--- src/rtl/char_pkg.sv ---
// Shared constants and types for the text-mode pixel generator.
package char_pkg;
    localparam int CELL_W = 16;
    localparam int CELL_H = 16;
    localparam int ROM_AW = 11;
    localparam int ROM_DW = 16;
    localparam int LAT    = 4;

    typedef logic [15:0] rgb565_t;

    // Sync/active flags that travel alongside the pixel path.
    typedef struct packed {
        logic active;
        logic hsync;
        logic vsync;
    } sync_t;

    // After the text-buffer address is issued.
    typedef struct packed {
        logic [3:0] px;
        logic [3:0] py;
        logic       in_grid;
        logic       cur;
    } s1_t;

    // After the glyph-row address is issued.
    typedef struct packed {
        logic [3:0] px;
        logic       inv;
        logic       in_grid;
        logic       cur;
    } s2_t;

    // After the glyph bit has been selected.
    typedef struct packed {
        logic pix;
        logic inv;
        logic in_grid;
        logic cur;
    } s3_t;
endpackage

--- src/rtl/cursor_blink.sv ---
// Cursor blink: vsync rising-edge frame counter and cursor cell compare.
// Only built when CHAR_CURSOR_EN is defined.
`ifdef CHAR_CURSOR_EN
module cursor_blink (
    input  logic       pix_clk,
    input  logic       rst,
    input  logic       vsync_in,
    input  logic [6:0] col,
    input  logic [6:0] row,
    input  logic [5:0] cursor_col,
    input  logic [4:0] cursor_row,
    output logic       hit
);
    logic       vs_d, vs_q;
    logic [5:0] cnt_d, cnt_q;

    // Count frames on vsync rising edges; hit while counter is in its lower half.
    always_comb begin
        vs_d  = vsync_in;
        cnt_d = cnt_q;
        if (vsync_in && !vs_q) cnt_d = cnt_q + 6'd1;
        hit = (col == {1'b0, cursor_col}) && (row == {2'b00, cursor_row}) && !cnt_q[5];
    end

    // Edge-detect and counter registers.
    always_ff @(posedge pix_clk or posedge rst) begin
        if (rst) begin
            vs_q  <= 1'b0;
            cnt_q <= '0;
        end else begin
            vs_q  <= vs_d;
            cnt_q <= cnt_d;
        end
    end
endmodule
`endif

--- src/rtl/char_pixel_gen.sv ---
// Text-mode pixel generator: pixel position -> text buffer -> glyph ROM -> RGB565.
// Four-stage pipeline; define CHAR_CURSOR_EN to add the blinking cursor.
import char_pkg::*;

module char_pixel_gen #(
    parameter int COLS = 40,
    parameter int ROWS = 30
) (
    input  logic                pix_clk,
    input  logic                rst,
    input  logic [10:0]         hcount,
    input  logic [10:0]         vcount,
    input  logic                active_in,
    input  logic                hsync_in,
    input  logic                vsync_in,
    output logic [ROM_AW-1:0]   text_addr,
    input  logic [7:0]          text_char,
    output logic [ROM_AW-1:0]   rom_addr,
    input  logic [ROM_DW-1:0]   rom_do,
    input  logic [15:0]         fg_color,
    input  logic [15:0]         bg_color,
    input  logic [5:0]          cursor_col,
    input  logic [4:0]          cursor_row,
    output logic [15:0]         rgb,
    output logic                hsync_out,
    output logic                vsync_out,
    output logic                active_out
);
    localparam logic [17:0] COLS_W = 18'(COLS);

    logic [6:0]  col, row;
    logic        in_grid, cursor_hit, on;
    logic [17:0] addr_full;

    logic [ROM_AW-1:0]     text_addr_d, text_addr_q;
    logic [ROM_AW-1:0]     rom_addr_d, rom_addr_q;
    rgb565_t               rgb_d, rgb_q;
    s1_t                   s1_d, s1_q;
    s2_t                   s2_d, s2_q;
    s3_t                   s3_d, s3_q;
    sync_t [LAT-1:0]       sync_d, sync_q;

    assign col = hcount[10:4];
    assign row = vcount[10:4];

`ifdef CHAR_CURSOR_EN
    cursor_blink u_blink (
        .pix_clk    (pix_clk),
        .rst        (rst),
        .vsync_in   (vsync_in),
        .col        (col),
        .row        (row),
        .cursor_col (cursor_col),
        .cursor_row (cursor_row),
        .hit        (cursor_hit)
    );
`else
    logic unused_cursor;
    assign unused_cursor = ^{cursor_col, cursor_row};
    assign cursor_hit    = 1'b0;
`endif

    // Next-state for every pipeline stage; external memories answer one cycle after each address.
    always_comb begin
        in_grid     = (32'(col) < 32'(COLS)) && (32'(row) < 32'(ROWS));
        addr_full   = 18'(row) * COLS_W + 18'(col);
        text_addr_d = in_grid ? addr_full[ROM_AW-1:0] : '0;
        s1_d        = '{px: hcount[3:0], py: vcount[3:0], in_grid: in_grid, cur: cursor_hit};

        rom_addr_d  = {text_char[6:0], s1_q.py};
        s2_d        = '{px: s1_q.px, inv: text_char[7], in_grid: s1_q.in_grid, cur: s1_q.cur};

        // bit15 is the leftmost pixel, so index 15-px, which is ~px on 4 bits.
        s3_d        = '{pix: rom_do[~s2_q.px], inv: s2_q.inv, in_grid: s2_q.in_grid, cur: s2_q.cur};

        on    = s3_q.pix ^ s3_q.inv ^ s3_q.cur;
        rgb_d = !sync_q[LAT-2].active ? '0 :
                !s3_q.in_grid         ? bg_color :
                on                    ? fg_color : bg_color;

        sync_d = {sync_q[LAT-2:0], sync_t'{active: active_in, hsync: hsync_in, vsync: vsync_in}};
    end

    // Pipeline registers.
    always_ff @(posedge pix_clk or posedge rst) begin
        if (rst) begin
            text_addr_q <= '0;
            rom_addr_q  <= '0;
            rgb_q       <= '0;
            s1_q        <= '0;
            s2_q        <= '0;
            s3_q        <= '0;
            sync_q      <= '0;
        end else begin
            text_addr_q <= text_addr_d;
            rom_addr_q  <= rom_addr_d;
            rgb_q       <= rgb_d;
            s1_q        <= s1_d;
            s2_q        <= s2_d;
            s3_q        <= s3_d;
            sync_q      <= sync_d;
        end
    end

    assign text_addr  = text_addr_q;
    assign rom_addr   = rom_addr_q;
    assign rgb        = rgb_q;
    assign hsync_out  = sync_q[LAT-1].hsync;
    assign vsync_out  = sync_q[LAT-1].vsync;
    assign active_out = sync_q[LAT-1].active;
endmodule
--- config.mk ---
export PLATFORM = sky130hd
export DESIGN_NAME = char_pixel_gen
export DESIGN_NICKNAME = d
export VERILOG_FILES = /design/src/rtl/char_pkg.sv /design/src/rtl/cursor_blink.sv /design/src/rtl/char_pixel_gen.sv
export SDC_FILE = /design/constraint.sdc
export NUM_CORES = 1
export LEC_CHECK = 0
export BUFFER_PORTS_ARGS = -buffer_cell sky130_fd_sc_hd__buf_2
export CAP_MARGIN = 20
export CELL_PAD_IN_SITES_DETAIL_PLACEMENT = 1
export CELL_PAD_IN_SITES_GLOBAL_PLACEMENT = 2
export CORE_MARGIN = 2
export CORE_UTILIZATION = 28
export CTS_CLUSTER_DIAMETER = 60
export DETAILED_ROUTE_END_ITERATION = 12
export HOLD_SLACK_MARGIN = 0.15
export PLACE_DENSITY = 0.88
export SLEW_MARGIN = 20
export SYNTH_ARGS = -nofsm -noshare
export SYNTH_HDL_FRONTEND = slang
export SYNTH_SLANG_ARGS = --single-unit
--- constraint.sdc ---
create_clock -name pix_clk -period 2.95 [get_ports pix_clk]
set_clock_uncertainty 0.15 [all_clocks]
set_input_delay 0.59 -clock pix_clk [delete_from_list [all_inputs] [get_ports pix_clk]]
set_output_delay 0.59 -clock pix_clk [all_outputs]
set_load 0.1 [all_outputs]
==> flow_results.org, run 1 <==
** Clock tree
- Clock tree synthesis found a total of 68 sinks.
- TritonCTS clock tree :: done
- Post CTS Setup Buffer Count :: 0
- Clock Tree Root :: clkbuf_8
- Clock H-tree levels :: 3
- Clk Latency, worst-skew pair :: 0.33 ns
- The number of clock buffers added by TritonCTS is 9.
- In this run the deepest clock path goes through 2 buffers.
- After clock tree synthesis, the clock-pin slew on the worst setup and hold paths is 0.08 ns.

** STA
- Setup violations remaining at the end of the flow were counted as 0.
- Max Fclk :: 0.415 GHz
- Final hold analysis gives a worst-case slack of 0.201 ns.
- After routing, the total negative slack on setup checks comes to 0 ns.
- Setup repair after global routing left no endpoint under its margin.
- Period Utilization, post-route :: 81.7%
- The total count of hold-check failures in the final report came to 0.
- At the pin with the least slew margin, the transition time is 0.863 ns.
- The worst path needs 2.41 ns of the cycle, external delays included.
- Max Transition Viols Final :: 0
- Normalized max-slew margin :: 42.3%

** Global route
- Entering global routing, the biggest net connects 35 pins.
- Grt total ovfl :: 0
- The initial antenna violation count was 0.
- Number of global-route vias before repair :: 1978
- Total global routing track utilization :: 12.2%
- The first global-routing pass estimated 9230 um of wire.

** Finish
- Number of nets in the final layout :: 417
- Area of all placed cells without fillers :: 3590 sq um
- Share of final-layout standard cells stronger than drive strength 1 :: 45.7%
- Final antenna diode count :: 0
- Count of fill cells added during filler insertion :: 1026
- After the flow finishes, the layout carries non-filler instances totaling 424.
- Compared with the post-synthesis result, the final layout area differs by 38.2%.

** Placed design
- Final weighted congestion in routability-driven placement :: 0.749
- Once placement finished, the instance area stood at 3360 sq um.
- Count of port buffers added during placement :: 123
- Detailed placement finished with a half-perimeter wire length of 4690 um.
- Cell count after placement :: 407

** Critical path
- Counting stages on the worst path, the most repeated cell is ha_1.
- STA classifies the critical path endpoint as a register.
- Arrival time worst endpoint :: 2.47 ns
- Among cell families on the critical path, the largest total delay comes from adder cells.
- The critical path is of the input pin to register type.
- CP peak stage delay :: 0.46 ns
- Critical-path top delay cell :: fa_1
- Startpoint type of the worst setup path :: input pin
- Along the worst path, the maximum fanout reaches 4.
- The number of buffers and inverters on the critical path is 2.
- Required @ worst endpoint :: 3.01 ns
- Cell Chain, Critical Path :: buf_2 > ha_1 > ha_1 > inv_1 > fa_1 > nand2b_1 > nor4_1 > xnor2_1 > nor2_1

** Detailed routing
- In the routed design, unresolved DRC markers number 0.
- In this run, the number of DRC markers left after iteration 0 of detailed routing was 45.
- Iteration count of the initial detailed-routing pass :: 4
- Number of vias per cell :: 4.33
- The detail route stage leaves a number of antenna-violating nets equal to 0.
- Vias :: 1837
- Detailed-route wire length :: 5870 um
- Dividing the detail-routed wire length by the instance count gives 13.9 um.

** Floorplanning
- Number of rows in the core area :: 35
- Die outline width :: 100 um
- The floorplan step defined a die boundary enclosing 10100 sq um.
- 135 I/O pins were placed.
- Placeable core area :: 9110 sq um
- Effective utilization at floorplan :: 28.5%
- DIE HEIGHT :: 100 um

** Logic synthesis
- Yosys printed 0 warnings.
- The largest total area in the synthesized netlist belongs to dfrtp_1.
- The synthesized design contains 68 register bits.
- In the post-synthesis netlist, the cell with the most instances is dfrtp_1.
- The share of synthesized area in the top cell type comes to 65.4%.
- The commonest cells after synthesis are 68 x dfrtp_1, 16 x mux2i_1, 16 x nor2b_1, 13 x ha_1, 8 x nor2_1.
- The most used flip-flop cell after synthesis is dfrtp_1.
- Average cell area after synthesis :: 15.0 sq um
- Number of synthesized flops with an enable pin :: 0
- In the post-synthesis netlist, the biggest area contributors are dfrtp_1 65%, ha_1 6.3%, mux2i_1 6.2%.
- The netlist uses 28 different library cells.
- Proportion of synthesized flip-flops having asynchronous set or reset :: 100%
- Synthesis produced 173 cells.
- Sequential elements use 65.4% of the synthesized area.
- In this run the cell area of the synthesized design comes to 2600 sq um.
- Total nets after synthesis :: 282

** Power
- Internal portion of total power :: 1.59 mW
- For this design the static power due to leakage is 1.96 nW.
- Power comes to 2.29 mW.
- Sequential cells account for 43.4% of the total power.
- Clock share of power :: 36.3%
- Power density of the placed cells :: 637 nW/um^2
- Switching power total :: 0.697 mW
- Of the total power, combinational logic draws 20.3%.
- Switching part of the total power :: 30.4%
- Across the VDD grid, the largest voltage drop is 0.186 mV.

** Job
- Maximum capacitance violations :: 0

** Min path
- The worst hold path belongs to the class register to register.

** Status
- The run finished with clean final reports.
[final cells by class]
class | instances | area (sq um) | area share, %
Clock buffer | 9 | 124 | 3.45
Clock inverter | 7 | 101 | 2.82
Inverter | 6 | 22.5 | 0.627
Multi-Input combinational cell | 97 | 865 | 24.1
Sequential cell | 68 | 1700 | 47.4
Tap cell | 111 | 139 | 3.86
Timing Repair Buffer | 126 | 641 | 17.8
[logic make-up (layout without fill, tap and decap cells)]
family	after synthesis	in the layout	synth area share (%)
flops	68	68	65.4
simple gates	39	39	8.37
mux	21	21	11.1
fa+ha+maj	15	15	7.80
compound gates	14	14	3.32
xor+xnor	8	8	2.70
buf+inv	8	148	1.30
[final timing paths]
path                                      from                 endpoint  slack [ns]  depth (start not counted)
min in group asynchronous                  rst   rom_addr[10]$_DFF_PP0_        0.62                          3
max in group asynchronous                  rst        s1_q[7]$_DFF_PP0_        1.29                          4
hold reg to reg            sync_d[7]$_DFF_PP0_     sync_d[10]$_DFF_PP0_        0.20                          0
setup reg to reg             s3_q[2]$_DFF_PP0_         rgb[9]$_DFF_PP0_        1.12                          4
setup / recovery                     vcount[5]  text_addr[10]$_DFF_PP0_        0.54                          9
hold / removal             sync_d[7]$_DFF_PP0_     sync_d[10]$_DFF_PP0_        0.20                          0
[registers in the layout, summed over array words and instances, names as in the netlist, 3 cells and up]
register	flops
text_addr	11
s1_q	5
rom_addr_d	4
s3_q	3
s2_q	6
rgb	16
sync_d	9
rom_addr	11
[per-layer routing]
layer | part of all wire, % | track usage, % | vias up
met3 | 7.7 | 4.87 | 6
met2 | 55 | 22.3 | 64
met1 | 37 | 11.9 | 902
met5 | 0 | 0 | -
met4 | 1.1 | 5.80 | 0
li1 | - | - | 865
[through the flow]
stage	utilization [%]	worst slack, ns
after floorplan	-	0.465
after global placement	36.9	0.221
after detailed placement	36.9	0.164
after CTS	39.5	0.550
after global routing	39.5	0.435
final	39.5	0.540
[power by group through the flow]
| stage | clock network [mW] | registers [mW] | logic [mW] |
|---|---|---|---|
| 3_5_place_dp | 0 | 1.01 | 0.470 |
| 5_1_grt | 0.907 | 0.999 | 0.503 |
| 4_1_cts | 0.873 | 0.994 | 0.472 |
| 6_report | 0.832 | 0.993 | 0.465 |
| 3_3_place_gp | 0 | 1.01 | 0.459 |
| 2_1_floorplan | 0 | 1.21 | 0.141 |
[what timing repair did]
action                     in CTS  in global routing
setup endpoints to repair       0                  0
gates resized for setup         0                  0
hold endpoints to repair       15                  0
hold buffers                    1                  0
[placed cells by master (no fill, tap or decap), types with 2 or more instances in the layout]
cell type	instances
clkinvlp_4	2
nor2_1	8
clkinv_4	3
ha_1	13
a21oi_1	6
nor2b_1	16
clkbuf_8	9
inv_1	5
dfrtp_1	68
and2_1	5
nand2b_1	2
xnor2_1	7
buf_4	2
buf_2	123
o21ai_0	2
mux2i_1	16
a211oi_1	2
nand3_1	2
bufinv_16	2
mux4_1	4
fa_1	2
a21o_1	2
[worst register-to-register path, stage by stage (launching register included)]
cell	delay (ns)
dfrtp_1	0.38
xor2_1	0.16
nand2_1	0.63
mux2i_1	0.32
nor2b_1	0.08
Power figures use the tool's default switching activity.
==> run 2, diff against run 1 <==
--- a/config.mk
+++ b/config.mk
@@ -10,11 +10,11 @@
 export CELL_PAD_IN_SITES_DETAIL_PLACEMENT = 1
 export CELL_PAD_IN_SITES_GLOBAL_PLACEMENT = 2
 export CORE_MARGIN = 2
-export CORE_UTILIZATION = 28
+export CORE_UTILIZATION = 25
 export CTS_CLUSTER_DIAMETER = 60
 export DETAILED_ROUTE_END_ITERATION = 12
 export HOLD_SLACK_MARGIN = 0.15
-export PLACE_DENSITY = 0.88
+export PLACE_DENSITY = 0.84
 export SLEW_MARGIN = 20
 export SYNTH_ARGS = -nofsm -noshare
 export SYNTH_HDL_FRONTEND = slang
==> constraint.sdc (replaced) <==
create_clock -name pix_clk -period 2.2 [get_ports pix_clk]
set_clock_uncertainty 0.15 [all_clocks]
set_input_delay 0.44 -clock pix_clk [delete_from_list [all_inputs] [get_ports pix_clk]]
set_output_delay 0.44 -clock pix_clk [all_outputs]
set_load 0.1 [all_outputs]
==> run 2 against run 1 <==
Effect of this change:
- critical path depth unchanged
- cell count up 14%
- clock power up 12%
- register-to-register slack worse by 0.68 ns
- combinational power up 51%
- highest routed layer unchanged
- sequential share of layout area down 4.3 points
- largest cell class unchanged
- clock-buffer cell count up 3
- worst setup slack worse by 0.48 ns
- power up 30%
- global-route usage down 0.62 points
==> flow_results.org, run 2 (same netlist as run 1, synthesis figures left out) <==
** Status
- Run status :: finished, final reports clean

** Floorplanning
- The die covers 11200 sq um.
- The floorplan step set the die width to 106 um.
- The floorplan step set the die height to 106 um.
- Effective utilization at floorplan :: 25.4%
- The floorplan step defined a core boundary enclosing 10200 sq um.
- Number of rows in the core area :: 37
- For this design the top-level I/O count stands at 135.

** STA
- Hold WS :: 0.191 ns
- Transition time at the pin with the least slew margin :: 0.520 ns
- Setup violations remaining at the end of the flow were counted as 0.
- Final Hold Vio Count :: 0
- After layout, the worst setup slack is 0.0557 ns.
- The number of max-slew violations in the final report was 0.
- RSZ-0062 raised after global routing :: no
- Period Utilization, post-route :: 97.5%
- Final Critical Period :: 2.14 ns
- Static timing analysis puts the maximum clock frequency at 0.466 GHz.
- Normalized max-slew margin :: 65.3%

** Clock tree
- Counting the buffers created by CTS gives 9.
- Buffer levels on the longest clock path :: 2
- TritonCTS built the clock tree.
- The H-tree was split into 3 levels.
- Clock tree synthesis found a total of 68 sinks.
- After clock tree synthesis, the clock-pin slew on the worst setup and hold paths is 0.07 ns.
- In this run the post-CTS setup repair buffer count came out at 0.
- In this run the clock root is driven by a clkbuf_8.
- Clk Latency, worst-skew pair :: 0.33 ns

** Placed design
- Cell count after placement :: 446
- DP Worst Slack :: -0.342 ns
- The congestion estimate from routability-driven global placement came to 0.792.
- Count of port buffers added during placement :: 123
- Once detailed placement completed, the half-perimeter wirelength came to 4730 um.

** Global route
- Total global routing track utilization :: 11.6%
- Initial antenna violation count :: 0
- The first global-routing pass estimated 9840 um of wire.
- Largest net degree at the start of global routing :: 25
- Grt total ovfl :: 0
- Number of global-route vias before repair :: 2139

** Finish
- Leaving out filler cells and counting taps, the final layout contains 484.
- Counting the fill cells in the layout gives 1129.
- Relative to the synthesized area, the layout overhead comes to 52.1%.
- Leaving out fill and tap cells, the most frequent cells in the layout are 123 x buf_2, 68 x dfrtp_1, 22 x dlygate4sd3_1, 16 x mux2i_1, 16 x nor2b_1.
- After the last flow step, the layout net total stands at 452.
- Area occupied by multi-input gates :: 888 sq um
- The register with the most flip-flops in the layout has 16 of them.
- In the final layout, flip-flops and latches occupy 1700 sq um.
- Commonest non-fill, non-tap cell in the layout :: buf_2
- Final core utilization :: 38.7%
- Share of final-layout standard cells stronger than drive strength 1 :: 46.6%
- Final antenna diode count :: 0

** Critical path
- Required @ worst endpoint :: 2.25 ns
- Arrival time worst endpoint :: 2.20 ns
- The worst setup path is launched from an input pin.
- Endpoint type of the worst setup path :: register
- Maximum fanout encountered on the critical timing path :: 2
- The worst setup path is of the input pin to register kind.

** Power
- Power density of the placed cells :: 751 nW/um^2
- Logic pwr share :: 23.7%
- Switching power total :: 0.918 mW
- Clock share of power :: 31.5%
- Sequential cells burn 44.9% of the power.
- Of the total power, the share spent switching nets is 30.9%.
- Sum of internal, switching and leakage power :: 2.97 mW
- Internal portion of total power :: 2.05 mW
- Leakage power :: 2.12 nW
- Worst supply voltage drop on vdd :: 0.237 mV

** Detailed routing
- DRC viols :: 0
- Number of nets still failing antenna checks after routing :: 0
- Detailed-route wire length :: 6080 um
- Vias :: 1957
- Number of vias per cell :: 4.04
- After detailed routing, the average wire length per cell comes to 12.6 um.
- Initial drt markers :: 82
- Iteration count of the initial detailed-routing pass :: 4

** Job
- Maximum capacitance violations :: 0

** Min path
- The worst hold path belongs to the class input pin to register.
==> run 2: changes by cell type in the layout (fill, tap and decap cells not counted), moves of 2 or more <==
cell / before / now
bufinv_16: 2 / 0
a21oi_2: 0 / 2
clkbuf_8: 9 / 12
a21oi_1: 6 / 4
clkinv_4: 3 / 0
dlygate4sd3_1: 1 / 22
buf_4: 2 / 14
buf_12: 0 / 2
clkinv_2: 0 / 3
==> run 2: per-layer routing <==
layer	track usage (%)	part of all wire, %	vias to the layer above
met5	0	0	-
met4	5.08	1.0	0
met3	4.11	6.9	6
met2	21.0	54	69
met1	12.0	38	949
li1	-	-	933
==> run 2: final timing paths <==
path / end / cells after the start / start / slack, ns
max: text_addr[10]$_DFF_PP0_ / 9 / vcount[5] / 0.06
min: text_addr[2]$_DFF_PP0_ / 2 / hcount[6] / 0.19
max reg2reg: s3_q[3]$_DFF_PP0_ / 2 / s2_q[3]$_DFF_PP0_ / 0.44
min reg2reg: sync_d[11]$_DFF_PP0_ / 0 / sync_d[8]$_DFF_PP0_ / 0.20
max in group asynchronous: rom_addr[9]$_DFF_PP0_ / 4 / rst / 0.87
min in group asynchronous: rgb[14]$_DFF_PP0_ / 3 / rst / 0.56
==> run 2: timing repair <==
item	in CTS	in global routing
hold buffers	22	0
hold endpoints to repair	41	0
resized for setup	0	4
setup endpoints to repair	0	2
==> run 2: power groups by stage <==
| stage | Combinational (mW) | Sequential [mW] | Clock, mW |
|---|---|---|---|
| floorplan | 0.192 | 1.63 | 0 |
| global placement | 0.658 | 1.35 | 0 |
| detailed placement | 0.671 | 1.36 | 0 |
| CTS | 0.705 | 1.33 | 0.987 |
| global route | 0.751 | 1.34 | 1.03 |
| finish | 0.703 | 1.33 | 0.935 |
==> run 2: final cells by class <==
class	instances	share of cell area, %
clock buffers	12	4.18
clock inverters	4	0.569
multi-input cells	97	22.5
flip-flops and latches	68	43.0
inverters	6	0.664
repair buffers	161	24.8
well taps	136	4.30
==> run 2: critical path, stage by stage <==
cell and delay, ns:
buf_2 0.11, ha_1 0.29, ha_1 0.22, inv_1 0.07, fa_2 0.43, nand2b_1 0.18, nor4_2 0.25, xnor2_1 0.15
nor2_1 0.06
==> run 2: stage by stage <==
step / setup TNS, ns / area, sq um
2_1_floorplan: -0.0963 / 2610
3_3_place_gp: -0.664 / 3530
3_5_place_dp: -0.930 / 3530
4_1_cts: 0 / 3940
5_1_grt: 0 / 3960
6_report: 0 / 3960
